`src/rtl/store_write_buffer_pkg.sv`:
```
// Shared defaults and drain-FSM state encoding for the store write buffer.
package store_write_buffer_pkg;

  localparam int SWB_ADDR_WIDTH = 32;
  localparam int SWB_DATA_WIDTH = 32;
  localparam int SWB_DEPTH      = 4;

  typedef enum logic {
    SWB_IDLE = 1'b0,
    SWB_BUSY = 1'b1
  } swb_state_e;

endpackage

```
`src/rtl/store_write_buffer_if.sv`:
```
// Store, load-forward and memory-write signals of the store write buffer.
interface store_write_buffer_if
  import store_write_buffer_pkg::*;
#(
  parameter int ADDR_WIDTH = SWB_ADDR_WIDTH,
  parameter int DATA_WIDTH = SWB_DATA_WIDTH
);

  logic                  st_valid;
  logic [ADDR_WIDTH-1:0] st_addr;
  logic [DATA_WIDTH-1:0] st_data;
  logic                  st_ready;

  logic [ADDR_WIDTH-1:0] ld_addr;
  logic                  ld_hit;
  logic [DATA_WIDTH-1:0] ld_data;

  logic                  mem_wrtEn;
  logic [ADDR_WIDTH-1:0] mem_addr;
  logic [DATA_WIDTH-1:0] mem_dataOut;
  logic                  mem_ack;

  logic                  empty;

  // The pipeline/memory side drives requests into the buffer.
  modport master (
    output st_valid, st_addr, st_data, ld_addr, mem_ack,
    input  st_ready, ld_hit, ld_data, mem_wrtEn, mem_addr, mem_dataOut, empty
  );

  modport slave (
    input  st_valid, st_addr, st_data, ld_addr, mem_ack,
    output st_ready, ld_hit, ld_data, mem_wrtEn, mem_addr, mem_dataOut, empty
  );

endinterface

```
`src/rtl/store_write_buffer_fifo_regs.sv`:
```
// In-order entry storage for the store write buffer, with an age-ordered
// view (index 0 = youngest) for the forwarding scan.
module swb_fifo_regs
  import store_write_buffer_pkg::*;
#(
  parameter int ADDR_WIDTH = SWB_ADDR_WIDTH,
  parameter int DATA_WIDTH = SWB_DATA_WIDTH,
  parameter int DEPTH      = SWB_DEPTH
) (
  input  logic                  clk,
  input  logic                  reset,
  input  logic                  push,
  input  logic [ADDR_WIDTH-1:0] push_addr,
  input  logic [DATA_WIDTH-1:0] push_data,
  input  logic                  pop,
  output logic                  full,
  output logic                  empty,
  output logic [ADDR_WIDTH-1:0] head_addr,
  output logic [DATA_WIDTH-1:0] head_data,
  output logic [ADDR_WIDTH-1:0] age_addr [DEPTH],
  output logic [DATA_WIDTH-1:0] age_data [DEPTH],
  output logic [DEPTH-1:0]      age_valid
);

  localparam int PTR_W = $clog2(DEPTH);
  localparam int CNT_W = PTR_W + 1;

  logic [ADDR_WIDTH-1:0] addr_q [DEPTH];
  logic [DATA_WIDTH-1:0] data_q [DEPTH];
  logic [PTR_W-1:0]      wr_ptr;
  logic [PTR_W-1:0]      rd_ptr;
  logic [CNT_W-1:0]      count;

  // NOTE: non-blocking (<=) in every clocked block so all registers update
  // from pre-edge values regardless of statement order.
  always_ff @(posedge clk or negedge reset) begin
    if (!reset) begin
      wr_ptr <= '0;
      rd_ptr <= '0;
      count  <= '0;
    end else begin
      if (push) wr_ptr <= wr_ptr + PTR_W'(1);
      if (pop)  rd_ptr <= rd_ptr + PTR_W'(1);
      case ({push, pop})
        2'b10:   count <= count + CNT_W'(1);
        2'b01:   count <= count - CNT_W'(1);
        default: count <= count;
      endcase
    end
  end

  // NOTE: the payload array has no reset; the valid bits derived from count
  // guard every read, so clearing it would only cost flops.
  always_ff @(posedge clk) begin
    if (push) begin
      addr_q[wr_ptr] <= push_addr;
      data_q[wr_ptr] <= push_data;
    end
  end

  assign full      = (count == CNT_W'(DEPTH));
  assign empty     = (count == '0);
  assign head_addr = addr_q[rd_ptr];
  assign head_data = data_q[rd_ptr];

  for (genvar i = 0; i < DEPTH; i++) begin : g_age
    logic [PTR_W-1:0] idx;
    assign idx          = wr_ptr - PTR_W'(i + 1);
    assign age_addr[i]  = addr_q[idx];
    assign age_data[i]  = data_q[idx];
    assign age_valid[i] = (CNT_W'(i) < count);
  end

endmodule

```
`src/rtl/store_write_buffer.sv`:
```
// Posted-store queue: accepts stores, drains them to memory over a
// valid/ack handshake and forwards buffered data to younger loads.
module store_write_buffer
  import store_write_buffer_pkg::*;
#(
  parameter int ADDR_WIDTH = SWB_ADDR_WIDTH,
  parameter int DATA_WIDTH = SWB_DATA_WIDTH,
  parameter int DEPTH      = SWB_DEPTH
) (
  input  logic                 clk,
  input  logic                 reset,
  store_write_buffer_if.slave  bus
);

  swb_state_e            state;
  swb_state_e            next_state;
  logic                  push;
  logic                  pop;
  logic                  load_head;
  logic                  fifo_full;
  logic                  fifo_empty;
  logic [ADDR_WIDTH-1:0] head_addr;
  logic [DATA_WIDTH-1:0] head_data;
  logic [ADDR_WIDTH-1:0] age_addr [DEPTH];
  logic [DATA_WIDTH-1:0] age_data [DEPTH];
  logic [DEPTH-1:0]      age_valid;

  // Readiness looks at occupancy only; an ack in the same cycle does not free a slot early.
  assign bus.st_ready = ~fifo_full;
  assign push         = bus.st_valid & ~fifo_full;
  assign bus.empty    = fifo_empty & (state == SWB_IDLE);

  swb_fifo_regs #(
    .ADDR_WIDTH (ADDR_WIDTH),
    .DATA_WIDTH (DATA_WIDTH),
    .DEPTH      (DEPTH)
  ) u_fifo (
    .clk       (clk),
    .reset     (reset),
    .push      (push),
    .push_addr (bus.st_addr),
    .push_data (bus.st_data),
    .pop       (pop),
    .full      (fifo_full),
    .empty     (fifo_empty),
    .head_addr (head_addr),
    .head_data (head_data),
    .age_addr  (age_addr),
    .age_data  (age_data),
    .age_valid (age_valid)
  );

  always_ff @(posedge clk or negedge reset) begin
    if (!reset) state <= SWB_IDLE;
    else        state <= next_state;
  end

  // NOTE: every output of a combinational block gets a default first so no
  // path through the case leaves it unassigned (which would infer a latch).
  always_comb begin
    next_state = state;
    load_head  = 1'b0;
    pop        = 1'b0;
    case (state)
      SWB_IDLE: begin
        if (!fifo_empty) begin
          load_head  = 1'b1;
          next_state = SWB_BUSY;
        end
      end
      SWB_BUSY: begin
        if (bus.mem_ack) begin
          pop        = 1'b1;
          next_state = SWB_IDLE;
        end
      end
      default: next_state = SWB_IDLE;
    endcase
  end

  // The head stays queued while in flight, so forwarding keeps covering it.
  always_ff @(posedge clk or negedge reset) begin
    if (!reset) begin
      bus.mem_wrtEn   <= 1'b0;
      bus.mem_addr    <= '0;
      bus.mem_dataOut <= '0;
    end else if (load_head) begin
      bus.mem_wrtEn   <= 1'b1;
      bus.mem_addr    <= head_addr;
      bus.mem_dataOut <= head_data;
    end else if (pop) begin
      bus.mem_wrtEn   <= 1'b0;
    end
  end

  // Walk oldest to youngest so the youngest matching store wins.
  always_comb begin
    bus.ld_hit  = 1'b0;
    bus.ld_data = '0;
    for (int i = DEPTH - 1; i >= 0; i--) begin
      if (age_valid[i] && (age_addr[i] == bus.ld_addr)) begin
        bus.ld_hit  = 1'b1;
        bus.ld_data = age_data[i];
      end
    end
  end

endmodule
```
`src/flat_wrapper.sv`:
```
// flat-port wrapper written by rule: the top's interface ports become plain ports
module store_write_buffer_flat import store_write_buffer_pkg::*;
#(
  parameter int ADDR_WIDTH = SWB_ADDR_WIDTH,
  parameter int DATA_WIDTH = SWB_DATA_WIDTH,
  parameter int DEPTH      = SWB_DEPTH
)
  (clk, reset, bus_st_valid, bus_st_addr, bus_st_data, bus_ld_addr, bus_mem_ack, bus_st_ready, bus_ld_hit, bus_ld_data, bus_mem_wrtEn, bus_mem_addr, bus_mem_dataOut, bus_empty);
  store_write_buffer_if #(.ADDR_WIDTH(ADDR_WIDTH), .DATA_WIDTH(DATA_WIDTH)) bus_i ();
  input  logic clk;
  input  logic reset;
  input wire logic [$bits(bus_i.st_valid)-1:0] bus_st_valid;
  input wire logic [$bits(bus_i.st_addr)-1:0] bus_st_addr;
  input wire logic [$bits(bus_i.st_data)-1:0] bus_st_data;
  input wire logic [$bits(bus_i.ld_addr)-1:0] bus_ld_addr;
  input wire logic [$bits(bus_i.mem_ack)-1:0] bus_mem_ack;
  output wire logic [$bits(bus_i.st_ready)-1:0] bus_st_ready;
  output wire logic [$bits(bus_i.ld_hit)-1:0] bus_ld_hit;
  output wire logic [$bits(bus_i.ld_data)-1:0] bus_ld_data;
  output wire logic [$bits(bus_i.mem_wrtEn)-1:0] bus_mem_wrtEn;
  output wire logic [$bits(bus_i.mem_addr)-1:0] bus_mem_addr;
  output wire logic [$bits(bus_i.mem_dataOut)-1:0] bus_mem_dataOut;
  output wire logic [$bits(bus_i.empty)-1:0] bus_empty;
  assign bus_i.st_valid = bus_st_valid;
  assign bus_i.st_addr = bus_st_addr;
  assign bus_i.st_data = bus_st_data;
  assign bus_i.ld_addr = bus_ld_addr;
  assign bus_i.mem_ack = bus_mem_ack;
  assign bus_st_ready = bus_i.st_ready;
  assign bus_ld_hit = bus_i.ld_hit;
  assign bus_ld_data = bus_i.ld_data;
  assign bus_mem_wrtEn = bus_i.mem_wrtEn;
  assign bus_mem_addr = bus_i.mem_addr;
  assign bus_mem_dataOut = bus_i.mem_dataOut;
  assign bus_empty = bus_i.empty;
  store_write_buffer #(.ADDR_WIDTH(ADDR_WIDTH), .DATA_WIDTH(DATA_WIDTH), .DEPTH(DEPTH)) u_core (.clk(clk), .reset(reset), .bus(bus_i));
endmodule
```
`config.mk`:
```
export PLATFORM = sky130hd
export DESIGN_NAME = store_write_buffer_flat
export DESIGN_NICKNAME = d
export VERILOG_FILES = /design/src/rtl/store_write_buffer_pkg.sv /design/src/rtl/store_write_buffer_if.sv /design/src/rtl/store_write_buffer_fifo_regs.sv /design/src/rtl/store_write_buffer.sv /design/src/flat_wrapper.sv
export SDC_FILE = /design/constraint.sdc
export NUM_CORES = 1
export LEC_CHECK = 0
export ABC_CLOCK_PERIOD_IN_PS = 5400
export CAP_MARGIN = 20
export CORE_MARGIN = 5
export CORE_UTILIZATION = 38
export CTS_BUF_LIST = sky130_fd_sc_hd__clkbuf_4 sky130_fd_sc_hd__clkbuf_8
export DETAILED_ROUTE_END_ITERATION = 8
export HOLD_SLACK_MARGIN = 0.15
export PLACE_DENSITY = 0.58
export SYNTH_ARGS = -nofsm -noshare
export SYNTH_HDL_FRONTEND = slang
export SYNTH_SLANG_ARGS = --single-unit
```
`constraint.sdc`:
```
create_clock -name clk -period 5.4 [get_ports clk]
set_input_delay 1.08 -clock clk [delete_from_list [all_inputs] [get_ports clk]]
set_output_delay 1.08 -clock clk [all_outputs]
set_load 0.01 [all_outputs]
```
# Word-level counts from Yosys, hierarchy flattened
# Memories as Yosys holds them, arrays and structs flattened. A register that Yosys moved wholly into a read port is not among the register bits.
# Cells that the tools add are included.
classes:
  add_sub_neg: 7
  magnitude_cmp: 4
  eq_ne: 7
  n_mux: 19
  n_bitwise: 4
  n_reduce_logical: 9
op_table:
  columns: ["cell", "n"]
  rows:
  - ["$eq A32 B32 Y1", 4]
  - ["$mux W32", 4]
  - ["$mux W1", 13]
  - ["$lt A1 B3 Y1 const A", 2]
  - ["$lt A2 B3 Y1 const A", 2]
  - ["$pmux W3 S2", 1]
  - ["$add A2 B1 Y2 const B", 2]
  - ["$logic_and A1 B1 Y1", 4]
  - ["$reduce_bool A2 Y1", 2]
  - ["$sub A2 B2 Y2 const B", 2]
  - ["$add A3 B1 Y3 const B", 1]
  - ["$eq A3 B3 Y1 const B", 1]
  - ["$logic_not A3 Y1", 1]
  - ["$sub A3 B1 Y3 const B", 1]
  - ["$and A1 B1 Y1", 2]
  - ["$eq A2 B1 Y1 const B", 1]
  - ["$eq A2 B2 Y1 const B", 1]
  - ["$logic_not A1 Y1", 2]
  - ["$not A1 Y1", 2]
  - ["$pmux W1 S2", 1]
  - ["$sub A2 B1 Y2 const B", 1]
totals:
  reg_bits: 9
  ramBits: 256
  output_inout_bits: 100
  word_cells: 57
  memories: 2
memory_table:
  columns: ["memory", "words", "width", "read_ports", "rd_ports_with_merged_regs", "wr", "line_no", "rtl"]
  rows:
  - ["u_core.u_fifo.addr_q", 4, 32, 5, 1, 1, "store_write_buffer_fifo_regs.sv:28", "logic [ADDR_WIDTH-1:0] addr_q [DEPTH];"]
  - ["u_core.u_fifo.data_q", 4, 32, 5, 1, 1, "store_write_buffer_fifo_regs.sv:29", "logic [DATA_WIDTH-1:0] data_q [DEPTH];"]

# Longest topological paths before layout
# An unclocked memory read counts as a cell.
logic_depth:
  ltp_word: 7
  ltp_mapped: 22

# Cells and area by module
# A second synthesis with hierarchy kept.
hier_totals:
  hier_cells: 1287
  area_unflattened_um2: 21435.6
modules_own_cells:
  columns: ["mod", "n_inst", "cells_per_inst", "area_each_um2", "seq_area_each_um2"]
  rows:
  - ["swb_fifo_regs", 1, 692, 15906.5, 7862.5]
  - ["store_write_buffer", 1, 595, 5529.1, 1651.6]

# Least setup slack after synthesis
# Ideal clock, no wire load.
synth_path:
  path_kind: "flip-flop to output port"
  startpoint: "reg u_core.u_fifo.wr_ptr[1]"
  endpoint: "out bus_ld_data[10]"
  t_arrival_ns: 4.732
  t_required_ns: 4.320
  setup_slack_ns: -0.412
  stages_incl_launch_ff: 21
  path_buffers: 10
  cell_sequence: "dfrtp_1 -> buf_2 -> buf_2 -> buf_2 -> buf_2 -> buf_1 -> buf_1 -> inv_1 -> ha_1 -> buf_6 -> buf_6 -> buf_6 -> mux4_1 -> xor2_1 -> a311oi_2 -> nand4_1 -> nor4_2 -> nand3_2 -> buf_6 -> mux2i_1 -> o21ai_1"
synth_via:
  elab_chain_len: 7
synth_rtl:
  columns: ["item", "line_no", "rtl"]
  rows:
  - ["start: declaration", "store_write_buffer_fifo_regs.sv:30", "logic [PTR_W-1:0] wr_ptr;"]
  - ["start signal: assignment", "store_write_buffer_fifo_regs.sv:42", "if (push) wr_ptr <= wr_ptr + PTR_W'(1);"]
  - ["$sub A2 B2 Y2 *", "store_write_buffer_fifo_regs.sv:68", "assign idx = wr_ptr - PTR_W'(i + 1);"]
  - ["via u_core.u_fifo.g_age[2].idx[1]", "store_write_buffer_fifo_regs.sv:67", "logic [PTR_W-1:0] idx;"]
  - ["$mem_v2 Z4 W32", null, null]
  - ["$eq A32 B32 Y1", "store_write_buffer.sv:101", "if (age_valid[i] && (age_addr[i] == bus.ld_addr)) begin"]
  - ["$logic_and A1 B1 Y1", "store_write_buffer.sv:101", null]
  - ["$mux W32 * (3 in a row)", "store_write_buffer.sv:101", null]
  - ["end: declaration", "flat_wrapper.sv:19", "output wire logic [$bits(bus_i.ld_data)-1:0] bus_ld_data;"]
# The timed path passes the listed nets; every way through them passes the cells marked *.

# Final worst setup path
layout_path:
  startpoint: "reg u_core.u_fifo.wr_ptr[0]"
  endpoint: "out bus_ld_data[31]"
# Same word-level chain as after synthesis.

==> reports/metrics.csv <==
stage,metric,value,unit
synthesis,postSynthAreaPerCell,15.9,µm²
critical_path,arrival,4240,ps
sta,hold_viol,0,
grt,grt_usage,0.212,
placed_design,gp_congestion,0.931,
sta,worst-slew-pin-transition,883,ps
synthesis,synth_cell_type_count,54,
placed_design,dp_hpwl,43.5,mm
clock_network,cts_buffers,57,
sta,skew,52.8,ps
detailed_routing,drc_errors,0,
hold_path,hp-class,input port to async pin,
critical_path,start_kind,register,
pwr,powerDensity,598,mW/mm²
run_status,status,finished clean,
critical_path,worst-path-buf-inv,7,
critical_path,reg2reg_slack,2420,ps
grt,grt_pass1_vias,14636,
layout,drive_gt1_frac,0.379,
floorplan,die_w,249,µm
grt,grt_pass1_wl,99.6,mm
clock_network,clockBufferDepth,3,
detailed_routing,wl,68.7,mm
detailed_routing,dr_total_vias,14625,
critical_path,rr_endpoint,u_core.u_fifo.data_q[2][14],
pwr,power.leakage,9.65,nW
clock_network,path_clk_slew,60,ps
sta,fmax,0.188,GHz
synthesis,async_reset_ff_frac,0.222,
critical_path,r2r_cells,5,
grt,gr-total-overflow,0,
detailed_routing,wire_per_inst,28.3,µm
layout,nets,1728,
grt,antenna_found_initial,9,
floorplan,io_pins,200,
critical_path,critPathMaxStageDelay,570,ps
pwr,vdd_drop_max,328,µV
grt,grt_max_degree,74,
synthesis,synthCells,1375,
layout,area_delta_synth_final,23.2,%
sta,maxSlewViolCount,0,
critical_path,worstPathMaxFanout,17,
floorplan,die-area,0.0622,mm²
synthesis,synth_ff_type,edfxtp_1,
synthesis,synth-seq-cells,329,
critical_path,crit_family,buffers and inverters,
flow_run,maxCapViolCount,0,
critical_path,worstPathRequired,4320,ps
detailed_routing,drtIter0Drc,1346,
clock_network,cts_tree,yes,
detailed_routing,drt_pass1_iterations,5,
detailed_routing,drt-vias-per-instance,6.02,
synthesis,syn_area,0.0218,mm²
floorplan,initial_core_util,0.385,
critical_path,worstSetupEndpointType,output pin,
sta,period_needed,5320,ps
floorplan,die_h,249,µm
floorplan,core-area,0.0566,mm²
clock_network,cts-htree-levels,2,
placed_design,dpl.cell_count,2265,
critical_path,worstSetupPathType,register to output pin,
sta,worst_slack,78.6,ps
critical_path,r2r_start,u_core.u_fifo.wr_ptr[1],
layout,fin_cells,2430,
critical_path,crit_slowest_cell,mux4_1,
sta,holdWs,467,ps
synthesis,synthesis.nets,1484,
layout,fin_util,0.474,
placed_design,numPortBuffers,199,
clock_network,clk_latency,690,ps
synthesis,yosys_warnings,0,
floorplan,rows,87,
detailed_routing,ant_nets,0,
sta,min_period_over_period,0.985,
synthesis,synth_edf_count,256,
pwr,p_total,16.1,mW
placed_design,dp_slack,-199,ps
clock_network,cts_root_buf,clkbuf_8,
sta,setup_viol,0,
critical_path,critPathMostFrequentCell,buf_12,
sta,max_slew_margin,0.410,
synthesis,synth_seq_area_share,0.437,
critical_path,crit_chain,inv_4 -> ha_4 -> buf_12 -> buf_12 -> buf_4 -> mux4_1 -> xor2_1 -> nor4_2 -> and3_1 -> nand3_2 -> buf_12 -> buf_4 -> mux2i_2 -> o21ai_4 -> buf_6,
clock_network,cts.sinks,329,
critical_path,crit_cells,15,
sta,grt_setup_unrepaired,true,
-- metal layers --
layer  vias up  GRT usage  part of all wire
met5         -          0           0.00068
met4         6     0.0673             0.029
met3       130     0.0456             0.077
met2       590      0.341              0.49
met1      7719      0.289              0.41
li1       6180          -                 -
-- report_power, final --
part	switching, mW	internal [mW]	leakage [nW]
sequential	0.658	3.48	3.19
clock	1.10	1.36	0.652
combinational	4.32	5.15	5.81
total	6.08	9.99	9.65
-- synthesized netlist by cell type (33+ instances only) --
| cell | number | share of area |
|---|---|---|
| nor2b_1 | 33 | 0.0095 |
| buf_2 | 34 | 0.0078 |
| edfxtp_1 | 256 | 0.35 |
| clkbuf_1 | 48 | 0.0083 |
| xnor2_1 | 88 | 0.035 |
| mux4_2 | 276 | 0.29 |
| dfrtp_1 | 73 | 0.084 |
| mux2_2 | 64 | 0.033 |
| and3_1 | 37 | 0.011 |
| nor2_1 | 43 | 0.0074 |
| nand2_1 | 44 | 0.0076 |
| mux2i_1 | 117 | 0.054 |
-- worst max-delay path by stage --
stage	start	to
floorplan	u_core.u_fifo.wr_ptr[1]	bus_ld_data[10]
global placement	bus_ld_addr[19]	bus_ld_data[31]
detailed placement	bus_ld_addr[19]	bus_ld_data[31]
CTS	u_core.u_fifo.wr_ptr[0]	bus_ld_data[31]
global route	u_core.u_fifo.wr_ptr[0]	bus_ld_data[31]
finish	u_core.u_fifo.wr_ptr[0]	bus_ld_data[31]
-- placed cells by master, fill, tap and decap left out, drive strengths merged, types with 3 or more instances in the layout --
cell type	synthesis	layout
a2bb2oi	3	3
buf	82	134
xor2	31	31
nor2b	33	33
and2	6	6
nand2	44	44
a21oi	9	9
mux2	64	64
nor3	4	4
mux2i	117	117
mux4	296	296
o2111ai	4	4
clkbuf	49	90
nor2	43	43
inv	10	11
bufinv	0	4
nor4	9	9
o22ai	5	5
nand3	7	7
clkdlybuf4s50	0	165
a22oi	4	4
dfrtp	73	73
o2bb2ai	4	4
ha	9	9
clkinv	0	27
a221oi	4	4
diode	0	6
and3	37	37
nand4	20	20
o221ai	3	3
o21ai	44	44
edfxtp	256	256
a211oi	3	3
xnor2	88	88
o211ai	3	3
-- sequential cells by signal, summed over array words and instances (netlist names) --
name	flops
u_core.bus.mem_dataOut	32
u_core.bus.mem_wrtEn	1
u_core.u_fifo.data_q	128
u_core.u_fifo.rd_ptr	2
u_core.bus.mem_addr	32
u_core.u_fifo.addr_q	128
u_core.u_fifo.wr_ptr	2
u_core.state	1
u_core.u_fifo.count	3
-- kinds of logic (layout without fill, tap and decap cells) --
kind of cell	count (synthesis)	in the layout	share of synthesized area
muxes	477	477	0.396
DFF	329	329	0.437
and+or+nand+nor	206	206	0.0506
buffers and inverters	141	434	0.0358
xor gates and xnor gates	119	119	0.0478
AOI/OAI and AO/OA	94	94	0.0280
adders and majority gates	9	9	0.00517
other	0	6	0
-- worst reg2reg max path, cell delays in order (launching register included) --
cell and delay (ps):
dfrtp_4 410, buf_4 210, bufbuf_16 550, ha_1 280, and3_4 720, buf_4 460
-- per-stage QoR --
| stage | setup TNS (ps) | instance area (µm²) |
|---|---|---|
| final | 0 | 26900 |
| after CTS | -39.0 | 26600 |
| after global routing | -54.3 | 26900 |
| after detailed placement | -1590 | 24800 |
| after floorplan | 0 | 21800 |
| after global placement | -108 | 24800 |
-- area by class of cell --
cell class	count	area (µm²)
sequential	329	9530
multi-input combinational	905	11800
clock buffer	76	965
inverter	10	40.0
clock inverter	32	265
antenna	6	15.0
timing repair buffer	316	3290
fill	4970	29700
tap	756	946
-- repair_timing --
item | CTS | global route
hold endpoints to repair | 0 | 0
pin swaps | 15 | 15
cloned | 7 | 4
endpoints found under the setup margin | 33 | 33
buffers inserted | 24 | 18
hold buffers | 0 | 0
gates resized for setup | 166 | 38
Note: power is estimated with default switching activity, not from simulation.
